[src/rtl/io_pkg.sv]
// Shared definitions for the CPU-to-peripheral IO bridge: address map,
// bridge states, device select codes and the byte-merge helper.
package io_pkg;

    localparam logic [31:0] TMR_BASE   = 32'h0000_7F00;
    localparam logic [31:0] TMR_LIMIT  = 32'h0000_7F0B;
    localparam logic [31:0] SW_BASE    = 32'h0000_7F2C;
    localparam logic [31:0] SW_LIMIT   = 32'h0000_7F33;
    localparam logic [31:0] LED_BASE   = 32'h0000_7F34;
    localparam logic [31:0] LED_LIMIT  = 32'h0000_7F37;
    localparam logic [31:0] TUBE_BASE  = 32'h0000_7F38;
    localparam logic [31:0] TUBE_LIMIT = 32'h0000_7F3F;

    typedef enum logic [1:0] {
        ST_IDLE  = 2'd0,
        ST_READ  = 2'd1,
        ST_WRITE = 2'd2,
        ST_RESP  = 2'd3
    } io_state_e;

    typedef enum logic [2:0] {
        DEV_NONE = 3'd0,
        DEV_TMR  = 3'd1,
        DEV_SW   = 3'd2,
        DEV_LED  = 3'd3,
        DEV_TUBE = 3'd4
    } dev_sel_e;

    // Enabled bytes come from new_data, the rest keep old_data.
    function automatic logic [31:0] merge_bytes(input logic [31:0] old_data,
                                                input logic [31:0] new_data,
                                                input logic [3:0]  be);
        logic [31:0] res;
        for (int i = 0; i < 4; i++) begin
            res[8*i +: 8] = be[i] ? new_data[8*i +: 8] : old_data[8*i +: 8];
        end
        return res;
    endfunction

endpackage

[src/rtl/io_addr_decode.sv]
// Combinational address decoder: byte address -> device select, read-only
// and mapped flags. Ranges are word aligned, so addr[1:0] never changes the result.
module io_addr_decode
    import io_pkg::*;
(
    input  logic [31:0] addr,
    output dev_sel_e    dev_sel,
    output logic        read_only,
    output logic        mapped
);

    always_comb begin
        dev_sel   = DEV_NONE;
        read_only = 1'b0;
        if (addr >= TMR_BASE && addr <= TMR_LIMIT) begin
            dev_sel = DEV_TMR;
        end else if (addr >= SW_BASE && addr <= SW_LIMIT) begin
            dev_sel   = DEV_SW;
            read_only = 1'b1;
        end else if (addr >= LED_BASE && addr <= LED_LIMIT) begin
            dev_sel = DEV_LED;
        end else if (addr >= TUBE_BASE && addr <= TUBE_LIMIT) begin
            dev_sel = DEV_TUBE;
        end
        mapped = (dev_sel != DEV_NONE);
    end

endmodule

[src/rtl/io_bridge.sv]
// Single-outstanding CPU-to-peripheral bridge. Reads and partial writes
// fetch the device word in READ; writes strobe one device WE in WRITE.
module io_bridge
    import io_pkg::*;
(
    input  logic        clk,
    input  logic        reset,
    input  logic        cpu_req,
    input  logic        cpu_we,
    input  logic [31:0] cpu_addr,
    input  logic [3:0]  cpu_be,
    input  logic [31:0] cpu_wdata,
    output logic [31:0] cpu_rdata,
    output logic        cpu_ready,
    output logic        cpu_err,
    output logic [29:0] dev_addr,
    output logic [31:0] dev_wdata,
    output logic        tmr_we,
    output logic        led_we,
    output logic        tube_we,
    input  logic [31:0] tmr_rdata,
    input  logic [31:0] sw_rdata,
    input  logic [31:0] led_rdata,
    input  logic [31:0] tube_rdata,
    output io_state_e   state_dbg
);

    // Handshake: cpu_req is a level sampled only in IDLE (the acceptance edge);
    // the access completes with a one-cycle cpu_ready pulse in RESP, during
    // which cpu_rdata and cpu_err are valid. Requests outside IDLE are ignored.

    io_state_e   state, state_next;
    dev_sel_e    dec_sel, sel_q;
    logic        dec_ro, dec_mapped;
    logic        acc_err, acc_nop;
    logic        we_q, err_q;
    logic [3:0]  be_q;
    logic [31:0] rdata_q, dev_rdata;
    logic        wr_cycle;

    io_addr_decode u_decode (
        .addr      (cpu_addr),
        .dev_sel   (dec_sel),
        .read_only (dec_ro),
        .mapped    (dec_mapped)
    );

    always_comb begin
        acc_err = !dec_mapped || (cpu_we && dec_ro);
        acc_nop = cpu_we && (cpu_be == 4'h0);
    end

    always_comb begin
        dev_rdata = 32'h0;
        case (sel_q)
            DEV_TMR:  dev_rdata = tmr_rdata;
            DEV_SW:   dev_rdata = sw_rdata;
            DEV_LED:  dev_rdata = led_rdata;
            DEV_TUBE: dev_rdata = tube_rdata;
            default:  dev_rdata = 32'h0;
        endcase
    end

    always_ff @(posedge clk) begin
        if (reset) state <= ST_IDLE;
        else       state <= state_next;
    end

    always_comb begin
        state_next = state;
        case (state)
            ST_IDLE: begin
                if (cpu_req) begin
                    if (acc_err || acc_nop)                 state_next = ST_RESP;
                    else if (!cpu_we || cpu_be != 4'hF)     state_next = ST_READ;
                    else                                    state_next = ST_WRITE;
                end
            end
            ST_READ:  state_next = we_q ? ST_WRITE : ST_RESP;
            ST_WRITE: state_next = ST_RESP;
            ST_RESP:  state_next = ST_IDLE;
            default:  state_next = ST_IDLE;
        endcase
    end

    always_ff @(posedge clk) begin
        if (reset) begin
            dev_addr  <= '0;
            dev_wdata <= '0;
            we_q      <= 1'b0;
            be_q      <= 4'h0;
            err_q     <= 1'b0;
            sel_q     <= DEV_NONE;
            rdata_q   <= '0;
        end else if (state == ST_IDLE && cpu_req) begin
            dev_addr  <= cpu_addr[31:2];
            dev_wdata <= cpu_wdata;
            we_q      <= cpu_we;
            be_q      <= cpu_be;
            err_q     <= acc_err;
            sel_q     <= acc_err ? DEV_NONE : dec_sel;
            // A failed read still completes a read, so it clears the held data.
            if (!cpu_we && acc_err) rdata_q <= '0;
        end else if (state == ST_READ) begin
            if (we_q) dev_wdata <= merge_bytes(dev_rdata, dev_wdata, be_q);
            else      rdata_q   <= dev_rdata;
        end
    end

    // Reset is gated in so a mid-access reset suppresses strobes in that very cycle.
    always_comb begin
        wr_cycle  = (state == ST_WRITE) && !reset;
        tmr_we    = wr_cycle && (sel_q == DEV_TMR);
        led_we    = wr_cycle && (sel_q == DEV_LED);
        tube_we   = wr_cycle && (sel_q == DEV_TUBE);
        cpu_ready = (state == ST_RESP) && !reset;
        cpu_err   = cpu_ready && err_q;
        cpu_rdata = (cpu_ready && we_q) ? 32'h0 : rdata_q;
        state_dbg = state;
    end

endmodule

[config.mk]
export PLATFORM = sky130hd
export DESIGN_NAME = io_bridge
export DESIGN_NICKNAME = d
export VERILOG_FILES = /design/src/rtl/io_pkg.sv /design/src/rtl/io_addr_decode.sv /design/src/rtl/io_bridge.sv
export SDC_FILE = /design/constraint.sdc
export NUM_CORES = 1
export LEC_CHECK = 0
export ABC_AREA = 0
export BUFFER_PORTS_ARGS = -buffer_cell sky130_fd_sc_hd__buf_2
export CAP_MARGIN = 20
export CORE_ASPECT_RATIO = 0.75
export CORE_MARGIN = 1.5
export CORE_UTILIZATION = 51
export DETAILED_ROUTE_END_ITERATION = 10
export PLACE_DENSITY_LB_ADDON = 0.1
export SYNTH_ARGS = -nofsm -noshare
export SYNTH_HDL_FRONTEND = slang
export SYNTH_SLANG_ARGS = --single-unit
export TNS_END_PERCENT = 5
[constraint.sdc]
create_clock -name clk -period 3.05 [get_ports clk]
set_clock_uncertainty 0.05 [all_clocks]
set_input_delay 0.305 -clock clk [delete_from_list [all_inputs] [get_ports clk]]
set_output_delay 0.305 -clock clk [all_outputs]
set_load 0.01 [all_outputs]
==> summary.md <==
| Metric | Value |
|---|---|
| EDFF count, synth | `0` |
| CP bufs+invs | `3` |
| Routability cong. | `0.8114` |
| Core region area | `12,390 µm²` |
| Pre-CTS WS | `0.7007 ns` |
| WL/cell | `18.01 µm` |
| Horiz. Die Dim | `133.7 µm` |
| Vias | `7,071` |
| Kind of critical path | `reg2out` |
| Netlist cell types | `55` |
| Final Cycle Share | `76.97%` |
| Minimum clock period | `2.348 ns` |
| Most frequent cells in the layout | `buf_2 (298), dfxtp_1 (102), nand2_1 (77), a21oi_1 (73), nand4bb_1 (64)` |
| First-pass GRT wire length | `32.98 mm` |
| Latest clock arrival within the worst-skew pair | `0.34 ns` |
| Required time worst endpoint | `2.69 ns` |
| PwrDens | `561.5 nW/µm²` |
| Post-Synthesis Cells | `773` |
| Row count | `35` |
| Main area contributors after synthesis | `dfxtp_1 (32%), nand4bb_1 (11%), a21oi_1 (5.7%)` |
| Critical path origin | `sel_q[1]$_SDFFE_PP0P_` |
| Cell family with most CP delay | `flip-flops` |
| Vias per cell | `5.947` |
| Post-CTS Setup Inserts | `0` |
| Total GRT Usage | `30.25%` |
| Fin nets | `1,221` |
| Die area | `13,510 µm²` |
| Synth warnings | `0` |
| Number of global-route vias before repair | `6,309` |
| Initial Util | `52.73%` |
| Worst hold path type | `in2reg` |
| Commonest non-fill, non-tap cell in the layout | `buf_2` |
| Synth top area share | `32.17%` |
| PostCTS Resize Cnt | `0` |
| Port buffer count | `298` |
| Clock tree buffer depth | `2` |
| Dpl hpwl | `15.02 mm` |
| Die Height | `101.0 µm` |
| H-tree levels | `3` |
| Detailed Routing Iterations Pass 1 | `7` |
| CTS sink count | `105` |
| Layout cells sized above 1 | `34.18%` |
| Slew Viols, Final | `0` |
| TritonCTS Buffers | `9` |
| Cell taking the most area after synthesis | `dfxtp_1` |
| Routed Antenna Nets | `0` |
| Status | `finished clean` |
| Critical Path Start Type | `flop` |
| Crit-path slowest cell | `dfxtp_4` |
| Syn Area/Cell | `8.454 µm²` |
| DRC violations left | `0` |
| CTS clk-pin slew, worst paths | `0.08 ns` |
| Fmax achieved | `426.0 MHz` |
| Max-cap violations | `0` |
| Slowest stage delay, CP | `0.84 ns` |
| I/O Pins | `301` |
| Iteration-0 DRC Markers | `549` |
| Reg2reg start | `sel_q[1]$_SDFFE_PP0P_` |
| Routed wire length | `21.41 mm` |
| CP Capture Type | `output port` |
| TritonCTS clock tree | `yes` |
| Slew margin rel. | `34.61%` |
| Initial antenna violation count | `3` |
| Final setup margin | `0.7024 ns` |
| Synth Net Count | `978` |
| Setup tns final | `0 ns` |
| Synth Register Bits | `105` |
| Hold_buf cts | `0` |
| Cell area after synthesis | `6535 µm²` |
| # setup viols final | `0` |
| Hold path start | `cpu_addr[14]` |
| Largest net degree at the start of global routing | `74` |
| Gr ovfl total | `0` |
| Clk root buf | `clkbuf_16` |
| Worst-Margin Slew | `0.9706 ns` |
| Fillers | `1,116` |
| Ys flop type | `dfxtp_1` |
| Sequential share of the synthesized area | `32.17%` |
| Leak Pwr | `0.003355 µW` |
| Worst vdd ir | `0.3773 mV` |
| Crit path cell chain | `buf_4 -> inv_2 -> nor3_1 -> buf_2` |
| Hold Vio Cnt, Final | `0` |
| Layout area overhead | `26.63%` |
| Async set-reset flop share out of synthesis | `0%` |
| RSZ-0062 raised after global routing | `no` |
| Crit path max fanout | `70` |
| Data arrival time of the worst path | `1.99 ns` |
[per-stage QoR]
step,hold slack [ns],cell area [µm²],cells,total power [µW],util [%]
finish,0.1459,8275,1189,4646,66.77
global route,0.1576,8275,1189,4923,66.77
CTS,0.1446,8265,1186,4645,66.69
detailed placement,0.3935,7976,1170,3515,64.36
global placement,0.3905,7976,1170,3499,64.36
floorplan,0.3910,6535,773,2875,-
[cell type report]
class	count	area (µm²)	share of cell area, %
Multi-Input combinational cell	577	3976	48.05
Tap cell	166	207.7	2.510
Sequential cell	105	2108	25.48
Inverter	4	15.01	0.1814
Antenna cell	2	5.005	0.06048
Timing Repair Buffer	319	1674	20.23
Clock inverter	6	50.05	0.6048
Clock buffer	10	239.0	2.888
[metal layers]
metal,vias to the layer above,wire length [µm],GRT usage (%)
li1,3421,-,-
met1,3301,9518,41.41
met2,323,10080,49.37
met3,24,1491,5.631
met4,2,313,7.525
met5,-,10,0
[worst paths after layout]
| path | to | slack [ns] | cells after the start |
|---|---|---|---|
| worst max-delay path | led_we | 0.70 | 4 |
| worst min-delay path | dev_addr[12]$_SDFFE_PP0P_ | 0.15 | 3 |
| worst max register to register | dev_wdata[7]$_SDFFE_PP0P_ | 0.72 | 5 |
| worst min register to register | dev_addr[22]$_SDFFE_PP0P_ | 0.40 | 2 |
[Yosys cell counts, types with 2 or more instances]
cell type and number:
buf_4 3, a211o_1 3, nand2_1 78, o211ai_1 33, a21boi_0 32, nor2_1 39, a21oi_1 74, nand4_1 34
o21ai_0 5, ha_1 5, and2_1 36, a211oi_1 2, nand4bb_1 64, nand2b_1 4, dlymetal6s2s_1 2, a22oi_1 32
clkbuf_4 5, nor2b_1 2, buf_2 17, a221oi_1 32, clkbuf_1 49, inv_1 2, and3_1 4, buf_6 6
mux2i_1 32, nand3_1 2, nor4_1 4, a31oi_1 3, o21a_1 5, dfxtp_1 105, nor3_1 35
[cell families (layout without fill, tap and decap cells)]
family / after synthesis / count (layout) / share of synthesized area (%)
and+or+nand+nor: 312 / 312 / 30.29
other: 0 / 2 / 0
AOI/OAI and AO/OA: 226 / 226 / 23.66
xor gates and xnor gates: 1 / 1 / 0.2490
buffers and inverters: 91 / 339 / 7.562
DFF: 105 / 105 / 32.17
muxes: 33 / 33 / 5.112
adders and majority gates: 5 / 5 / 0.9573
[report_power, final]
| part | internal [µW] | switching, µW | leakage (µW) |
|---|---|---|---|
| registers | 1610 | 131 | 0.000858 |
| clock network | 586 | 555 | 0.000136 |
| logic | 647 | 1120 | 0.00236 |
| total | 2840 | 1810 | 0.00335 |
[worst reg2reg max path, delay by kind of cell, from the launching register on]
family | cells | cell delay (ns)
mux | 1 | 0.24
buf+inv | 1 | 0.43
simple gates | 1 | 0.08
compound gates | 2 | 0.55
flops | 1 | 0.84
[flip-flops by register name, summed over array words and instances (netlist names)]
| signal | count |
|---|---|
| dev_wdata | 32 |
| we_q | 1 |
| dev_addr | 30 |
| sel_q | 3 |
| err_q | 1 |
| be_q | 4 |
| state_dbg | 2 |
| rdata_q | 32 |
Power figures use the tool's default switching activity.
